$ cat src/rtl/jpeg_tx_pkg.sv
// Shared constants and state encoding for the JPEG frame transmit scheduler.
package jpeg_tx_pkg;

    localparam logic [7:0] MRK_FF    = 8'hFF;
    localparam logic [7:0] MRK_SOI   = 8'hD8;
    localparam logic [7:0] MRK_EOI   = 8'hD9;
    localparam logic [7:0] MRK_STUFF = 8'h00;

    typedef enum logic [2:0] {
        IDLE  = 3'd0,
        SOI0  = 3'd1,
        SOI1  = 3'd2,
        HDR   = 3'd3,
        DATA  = 3'd4,
        STUFF = 3'd5,
        EOI0  = 3'd6,
        EOI1  = 3'd7
    } tx_state_e;

endpackage

$ cat src/rtl/jpeg_frame_tx_sched.sv
// Frames an entropy-coded byte stream as SOI + header ROM + stuffed data + EOI
// and feeds it byte-by-byte to a UART through a single registered output slot.
module jpeg_frame_tx_sched
    import jpeg_tx_pkg::*;
#(
    parameter int HDR_LEN = 607,
    parameter int CNT_W   = 16,
    localparam int AW     = (HDR_LEN > 1) ? $clog2(HDR_LEN) : 1
) (
    input  logic             clk,
    input  logic             rst_n,
    input  logic             en,
    input  logic [7:0]       s_data,
    input  logic             s_valid,
    input  logic             s_last,
    output logic             s_ready,
    output logic [AW-1:0]    hdr_addr,
    input  logic [7:0]       hdr_data,
    output logic [7:0]       tx_data,
    output logic             tx_valid,
    input  logic             tx_ready,
    input  logic             abort,
    output logic             busy,
    output logic             frame_done,
    output logic [CNT_W-1:0] frame_cnt
);

    localparam logic [AW-1:0] HDR_LAST = AW'(HDR_LEN - 1);

    // Handshake: a byte moves on tx when tx_valid && tx_ready at a rising
    // edge; a stream byte is consumed when s_valid && s_ready at a rising edge.

    tx_state_e        state, state_d;
    logic [AW-1:0]    hdr_cnt, hdr_cnt_d;
    logic             to_eoi, to_eoi_d;
    logic             eoi_sent, eoi_sent_d;
    logic             done_d;
    logic [CNT_W-1:0] cnt_d;
    logic             load;
    logic [7:0]       load_byte;
    logic             slot_free;
    logic             s_ready_c;

    assign slot_free = !tx_valid || tx_ready;
    assign s_ready   = s_ready_c;
    assign hdr_addr  = hdr_cnt;
    assign busy      = (state != IDLE);

    always_comb begin
        state_d    = state;
        hdr_cnt_d  = hdr_cnt;
        to_eoi_d   = to_eoi;
        eoi_sent_d = eoi_sent;
        done_d     = 1'b0;
        cnt_d      = frame_cnt;
        load       = 1'b0;
        load_byte  = tx_data;
        s_ready_c  = 1'b0;
        case (state)
            IDLE: begin
                hdr_cnt_d  = '0;
                to_eoi_d   = 1'b0;
                eoi_sent_d = 1'b0;
                if (en && s_valid) state_d = SOI0;
            end
            SOI0: begin
                if (abort) begin
                    state_d = EOI0;
                end else if (slot_free) begin
                    load      = 1'b1;
                    load_byte = MRK_FF;
                    state_d   = SOI1;
                end
            end
            SOI1: begin
                if (abort) begin
                    state_d = EOI0;
                end else if (slot_free) begin
                    load      = 1'b1;
                    load_byte = MRK_SOI;
                    hdr_cnt_d = '0;
                    state_d   = HDR;
                end
            end
            HDR: begin
                if (abort) begin
                    state_d = EOI0;
                end else if (slot_free) begin
                    load      = 1'b1;
                    load_byte = hdr_data;
                    if (hdr_cnt == HDR_LAST) begin
                        hdr_cnt_d = '0;
                        state_d   = DATA;
                    end else begin
                        hdr_cnt_d = hdr_cnt + 1'b1;
                    end
                end
            end
            DATA: begin
                if (abort) begin
                    state_d = EOI0;
                end else begin
                    s_ready_c = slot_free;
                    if (s_valid && slot_free) begin
                        load      = 1'b1;
                        load_byte = s_data;
                        // A 0xFF data byte must be followed by 0x00 before anything else.
                        if (s_data == MRK_FF) begin
                            state_d  = STUFF;
                            to_eoi_d = s_last;
                        end else if (s_last) begin
                            state_d = EOI0;
                        end
                    end
                end
            end
            STUFF: begin
                if (slot_free) begin
                    load      = 1'b1;
                    load_byte = MRK_STUFF;
                    state_d   = (to_eoi || abort) ? EOI0 : DATA;
                end else if (abort) begin
                    to_eoi_d = 1'b1;
                end
            end
            EOI0: begin
                eoi_sent_d = 1'b0;
                if (slot_free) begin
                    load      = 1'b1;
                    load_byte = MRK_FF;
                    state_d   = EOI1;
                end
            end
            EOI1: begin
                // Stay here until the UART has actually taken the 0xD9.
                if (!eoi_sent) begin
                    if (slot_free) begin
                        load       = 1'b1;
                        load_byte  = MRK_EOI;
                        eoi_sent_d = 1'b1;
                    end
                end else if (tx_ready) begin
                    done_d  = 1'b1;
                    cnt_d   = frame_cnt + 1'b1;
                    state_d = IDLE;
                end
            end
            default: state_d = IDLE;
        endcase
    end

    always_ff @(posedge clk or negedge rst_n) begin
        if (!rst_n) begin
            state      <= IDLE;
            hdr_cnt    <= '0;
            to_eoi     <= 1'b0;
            eoi_sent   <= 1'b0;
            frame_done <= 1'b0;
            frame_cnt  <= '0;
            tx_valid   <= 1'b0;
            tx_data    <= 8'h00;
        end else begin
            state      <= state_d;
            hdr_cnt    <= hdr_cnt_d;
            to_eoi     <= to_eoi_d;
            eoi_sent   <= eoi_sent_d;
            frame_done <= done_d;
            frame_cnt  <= cnt_d;
            if (load) begin
                tx_valid <= 1'b1;
                tx_data  <= load_byte;
            end else if (tx_ready) begin
                tx_valid <= 1'b0;
            end
        end
    end

endmodule

$ cat config.mk
export PLATFORM = sky130hd
export DESIGN_NAME = jpeg_frame_tx_sched
export DESIGN_NICKNAME = d
export VERILOG_FILES = /design/src/rtl/jpeg_tx_pkg.sv /design/src/rtl/jpeg_frame_tx_sched.sv
export SDC_FILE = /design/constraint.sdc
export NUM_CORES = 1
export LEC_CHECK = 0
export ABC_AREA = 1
export CORE_ASPECT_RATIO = 0.8
export CORE_MARGIN = 8
export CORE_UTILIZATION = 25
export CTS_CLUSTER_DIAMETER = 200
export DETAILED_ROUTE_END_ITERATION = 6
export PLACE_DENSITY = 0.53
export SLEW_MARGIN = 20
export SYNTH_ARGS = -nofsm -noshare
export SYNTH_HDL_FRONTEND = slang
export SYNTH_SLANG_ARGS = --single-unit
$ cat constraint.sdc
create_clock -name clk -period 4.2 [get_ports clk]
set_input_delay 0.42 -clock clk [delete_from_list [all_inputs] [get_ports clk]]
set_output_delay 0.42 -clock clk [all_outputs]
set_load 0.02 [all_outputs]
==> flow_metrics.env, run 1 <==
export IMPL_seq_area_sq_mm=0.001026
export IMPL_drtPass1Iterations=5
export IMPL_max_cap_viol_count=0
export IMPL_ys_seq_elements=41
export IMPL_power_leakage_nw=1.588
export IMPL_grt_pass1_vias=2522
export IMPL_grt_max_degree=42
export IMPL_yosysSeqAreaShare=0.4049
export IMPL_synthTopCellsByArea="dfrtp_1 (40%), nand2_1 (18%), nand3_1 (6.7%)"
export IMPL_viasPerCell=4.432
export IMPL_drt_initial_drc_count=183
export IMPL_cts_sinks=41
export IMPL_synth_fp_nets=371
export IMPL_rsz0062_at_grt="no"
export IMPL_clock_latency_ps=280
export IMPL_final_cells=549
export IMPL_cts_max_level=2
export IMPL_drc_errors=0
export IMPL_vias=2433
export IMPL_nNetsFinal=434
export IMPL_core_area_sq_mm=0.01007
export IMPL_worstSetupEndpointType="output port"
export IMPL_grt_overflow_total=0
export IMPL_synthesis_area_sq_mm=0.002534
export IMPL_cts_root_buf="clkbuf_16"
export IMPL_clk_pin_slew_ps=60
export IMPL_report_final_slew_viol_count=0
export IMPL_wl_met1_um=3518
export IMPL_post_route_min_period_ps=2313
export IMPL_yosys_area_top_type_share=0.4049
export IMPL_top_level_ports=61
export IMPL_synth_most_common_cell="nand2_1"
export IMPL_place_congestion=0.8748
export IMPL_port_buffers=60
export IMPL_die_y_um=106.0
export IMPL_synth_cell_type_count=33
export IMPL_worstSetupPathType="in -> out"
export IMPL_avgRoutedWirePerCell_um=12.87
export IMPL_placed_cells=541
export IMPL_route_met2_wl_um=2893
export IMPL_cts_tree="built"
export IMPL_highest_layer="met4"
export IMPL_ctsLongestPathBuffers=2
export IMPL_drive_gt1_frac=0.07090
export IMPL_async_flop_share=1.000
export IMPL_drt_wl_total_um=7065
export IMPL_post_cts_buffers=0
export IMPL_powerDensity_mw_per_mm2=542.2
export IMPL_met3_wirelength_um=557
export IMPL_hp_class="in -> async"
export IMPL_post_cts_resized=0
export IMPL_synth_top_area_cell="dfrtp_1"
export IMPL_ant_nets=0
export IMPL_maxSlewHeadroom=0.5476
export IMPL_multi_input_comb_area_sq_mm=0.001308
export IMPL_die_w_um=128.6
export IMPL_peakVddDrop_mv=0.2542
export IMPL_antenna_cells=0
export IMPL_antenna_found_initial=0
export IMPL_die_area_sq_mm=0.01363
export IMPL_syn_avg_cell_area_sq_um=7.344
export IMPL_gr_usage_all_layers=0.1099
export IMPL_final_hold_viol_count=0
export IMPL_worstPathRequired_ps=3780
export IMPL_skew_ps=2.378
export IMPL_synth_edf_count=0
export IMPL_path_max_fanout=6
export IMPL_critPathLaunchType="primary input"
export IMPL_ctsHoldBuffers=0
export IMPL_setup_tns_ps=0
export IMPL_critical_path_arrival_ps=1890
export IMPL_worstMarginPinSlew_ps=676.0
export IMPL_run_status="finished, final reports clean"
export IMPL_fin_crit_sh=0.5506
export IMPL_area_growth_pct=34.77
export IMPL_syn_instance_count=345
export IMPL_hpwl_um=5494
export IMPL_grt_pass1_wl_um=12260
export IMPL_setup_viol=0
export IMPL_ys_top_cells_by_count="nand2_1 (119), dfrtp_1 (41), nand3_1 (34)"
export IMPL_yosys_most_used_dff="dfrtp_1"
export IMPL_fmax_ghz=0.4324
export IMPL_row_count=33
export IMPL_fill_cells=1110
export IMPL_yosysWarnings=0
export IMPL_r2r_slack_ps=2130
export IMPL_numCtsBuffers=5
export IMPL_start_util=0.2515
flip-flops by register name (all words and copies together), names as in the netlist:
register    count
frame_cnt      16
frame_done      1
to_eoi          1
eoi_sent        1
hdr_addr       10
tx_valid        1
state           3
tx_data         8
power by group:
| group | leakage [nW] | internal, mW | switching [mW] |
|---|---|---|---|
| registers | 0.522 | 0.479 | 0.0977 |
| clock network | 0.0768 | 0.236 | 0.154 |
| logic | 0.989 | 0.327 | 0.558 |
| total | 1.59 | 1.04 | 0.809 |
final timing paths:
check / start / to / cells after the start
max: abort / s_ready / 3
min: rst_n / hdr_addr[6]$_DFFE_PN0P_ / 1
max reg2reg: state[2]$_DFFE_PN0P_ / hdr_addr[6]$_DFFE_PN0P_ / 9
min reg2reg: tx_data[0]$_DFFE_PN0P_ / tx_data[0]$_DFFE_PN0P_ / 2
max in group asynchronous: rst_n / frame_cnt[3]$_DFFE_PN0P_ / 1
min in group clk: tx_data[0]$_DFFE_PN0P_ / tx_data[0]$_DFFE_PN0P_ / 2
per-stage QoR:
stage | setup slack, ps | hold WS (ps) | total power, mW | cell area [sq um] | utilization
CTS | 1868 | 338.4 | 1.882 | 3412 | 0.3387
global route | 1765 | 178.5 | 2.028 | 3415 | 0.3389
floorplan | 2444 | 124.4 | 1.191 | 2534 | -
finish | 1887 | 123.7 | 1.852 | 3415 | 0.3389
global placement | 1844 | 462.7 | 1.474 | 3259 | 0.3235
detailed placement | 1874 | 462.7 | 1.477 | 3259 | 0.3235
cell usage in the layout, fill, tap and decap left out, types with 2 or more instances in the layout:
cell	n
nand2_1	119
clkdlybuf4s50_1	59
dfrtp_1	41
nand3_1	34
nor2_1	33
inv_1	33
o21ai_0	18
nand4_1	8
xor2_1	7
nor3_1	6
a21oi_1	6
clkbuf_16	5
inv_2	4
xnor2_1	4
nand2_4	3
nor2_4	3
ha_1	3
nand2_2	2
nand3b_1	2
buf_4	2
final cells by class:
class                      count  area share
tap                          140     0.05130
timing repair buffer          61      0.1774
sequential                    41      0.3005
multi-input combinational    261      0.3829
clock inverter                 2    0.004031
inverter                      38     0.04324
clock buffer                   6     0.04067
routing by layer:
layer / vias up / GRT usage
met1: 1115 / 0.1489
met4: 0 / 0.02929
li1: 1237 / -
met5: - / 0
met3: 8 / 0.03952
met2: 73 / 0.1616
worst max-delay path, cell delays in order:
cell and delay [ps]:
clkdlybuf4s50_1 510, nor4_1 300, clkdlybuf4s50_1 660
logic make-up (layout without fill, tap and decap cells):
logic type                 after synthesis  in the layout  share of synthesized area
DFF                                     41             41                     0.4049
xor gates and xnor gates                11             11                    0.03802
adders and majority gates                3              3                    0.01482
AOI/OAI and AO/OA                       31             31                    0.06816
buffers and inverters                   43            107                    0.07901
and+or+nand+nor                        216            216                     0.3951
(Power assumes the default switching activity.)
==> run 2, diff against run 1 <==
==> constraint.sdc (replaced) <==
create_clock -name clk -period 2.4 [get_ports clk]
set_input_delay 0.24 -clock clk [delete_from_list [all_inputs] [get_ports clk]]
set_output_delay 0.24 -clock clk [all_outputs]
set_load 0.02 [all_outputs]
==> flow_metrics.env, run 2 (synthesized netlist as in run 1, its figures left out) <==
export IMPL_cts_tree="built"
export IMPL_port_buffers=60
export IMPL_worstSetupEndpointType="output port"
export IMPL_top_register="frame_cnt"
export IMPL_critical_path_arrival_ps=1910
export IMPL_cts_sinks=41
export IMPL_viasPerCell=4.387
export IMPL_vias=2413
export IMPL_critPathLaunchType="flip-flop"
export IMPL_final_cells=550
export IMPL_design_area_sq_mm=0.003420
export IMPL_maxSlewHeadroom=0.5374
export IMPL_setup_tns_ps=0
export IMPL_crit_path_cell_trace="inv_2, nand2_4, nor4_1, clkdlybuf4s50_1"
export IMPL_row_count=33
export IMPL_nNetsFinal=435
export IMPL_worstSetupPathType="reg -> out"
export IMPL_start_util=0.2515
export IMPL_post_route_min_period_ps=2145
export IMPL_post_cts_buffers=0
export IMPL_drc_errors=0
export IMPL_drive_gt1_frac=0.07317
export IMPL_report_final_slew_viol_count=0
export IMPL_ctsLongestPathBuffers=2
export IMPL_cts_max_level=2
export IMPL_total_power_mw=3.237
export IMPL_final_common_cell="nand2_1"
export IMPL_worstPathRequired_ps=2160
export IMPL_power_leakage_nw=1.592
export IMPL_fmax_ghz=0.4661
export IMPL_grt_overflow_total=0
export IMPL_grt_max_degree=42
export IMPL_drt_wl_total_um=6929
export IMPL_core_area_sq_mm=0.01007
export IMPL_clk_pin_slew_ps=60
export IMPL_antenna_found_initial=0
export IMPL_run_status="finished, final reports clean"
export IMPL_grt_pass1_vias=2535
export IMPL_die_area_sq_mm=0.01363
export IMPL_worstMarginPinSlew_ps=691.4
export IMPL_top_level_ports=61
export IMPL_max_cap_viol_count=0
export IMPL_ctsHoldBuffers=0
export IMPL_clock_latency_ps=280
export IMPL_fill_cells=1076
export IMPL_path_max_fanout=8
export IMPL_area_growth_pct=34.96
export IMPL_skew_ps=6.276
export IMPL_cts_root_buf="clkbuf_16"
export IMPL_dpl_cell_area_sq_mm=0.003267
export IMPL_numCtsBuffers=5
export IMPL_ant_nets=0
export IMPL_fin_crit_sh=0.8939
export IMPL_max_stage_delay_ps=660
export IMPL_hp_class="in -> async"
export IMPL_grt_pass1_wl_um=12380
export IMPL_hpwl_um=5485
export IMPL_seq_area_sq_mm=0.001026
export IMPL_hold_ws_ps=27.28
export IMPL_drt_initial_drc_count=213
export IMPL_setup_viol=0
export IMPL_final_hold_viol_count=0
export IMPL_die_w_um=128.6
export IMPL_slowest_stage="clkdlybuf4s50_1"
export IMPL_multi_input_comb_area_sq_mm=0.001308
export IMPL_rsz0062_at_grt="no"
export IMPL_gr_usage_all_layers=0.1101
export IMPL_post_cts_resized=0
export IMPL_antenna_cells=0
export IMPL_powerDensity_mw_per_mm2=946.6
export IMPL_place_congestion=0.8541
export IMPL_die_y_um=106.0
export IMPL_placed_cells=542
export IMPL_peakVddDrop_mv=0.4539
export IMPL_avgRoutedWirePerCell_um=12.60
export IMPL_largest_register_ffs=16
export IMPL_drtPass1Iterations=4
export IMPL_final_cell_mix="nand2_1 (119), clkdlybuf4s50_1 (59), dfrtp_1 (41)"
-- run 2: worst paths after layout --
check / from / to / slack, ps / depth (start not counted)
max in group asynchronous: rst_n / tx_data[7]$_DFFE_PN0P_ / 1990 / 2
min in group clk: tx_data[1]$_DFFE_PN0P_ / tx_data[1]$_DFFE_PN0P_ / 470 / 2
max reg2reg: state[2]$_DFFE_PN0P_ / hdr_addr[6]$_DFFE_PN0P_ / 350 / 9
min: rst_n / hdr_addr[5]$_DFFE_PN0P_ / 30 / 2
min reg2reg: tx_data[1]$_DFFE_PN0P_ / tx_data[1]$_DFFE_PN0P_ / 470 / 2
max: state[1]$_DFFE_PN0P_ / s_ready / 250 / 4
-- run 2: layout make-up --
| cell class | instances | share of cell area |
|---|---|---|
| Inverter | 38 | 0.04318 |
| Clock inverter | 2 | 0.004025 |
| Multi-Input combinational cell | 261 | 0.3824 |
| Tap cell | 140 | 0.05123 |
| Timing Repair Buffer | 62 | 0.1786 |
| Sequential cell | 41 | 0.3000 |
| Clock buffer | 6 | 0.04061 |
-- run 2: through the flow --
step / util / worst slack, ps
5_1_grt: 0.3394 / 121.8
2_1_floorplan: - / 823.7
4_1_cts: 0.3394 / 194.7
6_report: 0.3394 / 254.7
3_5_place_dp: 0.3243 / 306.7
3_3_place_gp: 0.3243 / 334.2
-- run 2: routing by layer --
layer	wire, um	part of all wire	GRT usage
met3	652	0.094	0.04252
met2	2847	0.41	0.1605
met5	0	0	0
met4	49	0.0071	0.02427
met1	3380	0.49	0.1503
-- run 2: worst max-delay path, delay by kind of cell (launching register included) --
| family | cells | cell delay (ps) |
|---|---|---|
| buf+inv | 2 | 800 |
| simple gates | 2 | 360 |
| flops | 1 | 470 |
-- run 2: power breakdown --
part / total, mW / switching (mW) / internal (mW) / leakage, nW
registers: 1.00 / 0.165 / 0.839 / 0.522
clock network: 0.688 / 0.274 / 0.414 / 0.0768
logic: 1.55 / 0.973 / 0.573 / 0.993
total: 3.24 / 1.41 / 1.83 / 1.59
==> run 3, diff against run 2 <==
--- a/config.mk
+++ b/config.mk
@@ -11,6 +11,7 @@
 export CORE_UTILIZATION = 25
 export CTS_CLUSTER_DIAMETER = 200
 export DETAILED_ROUTE_END_ITERATION = 6
+export HOLD_SLACK_MARGIN = 0.02
 export PLACE_DENSITY = 0.53
 export SLEW_MARGIN = 20
 export SYNTH_ARGS = -nofsm -noshare
==> results of run 3 <==
The final DEF is identical to that of run 2; final timing and power are the same.
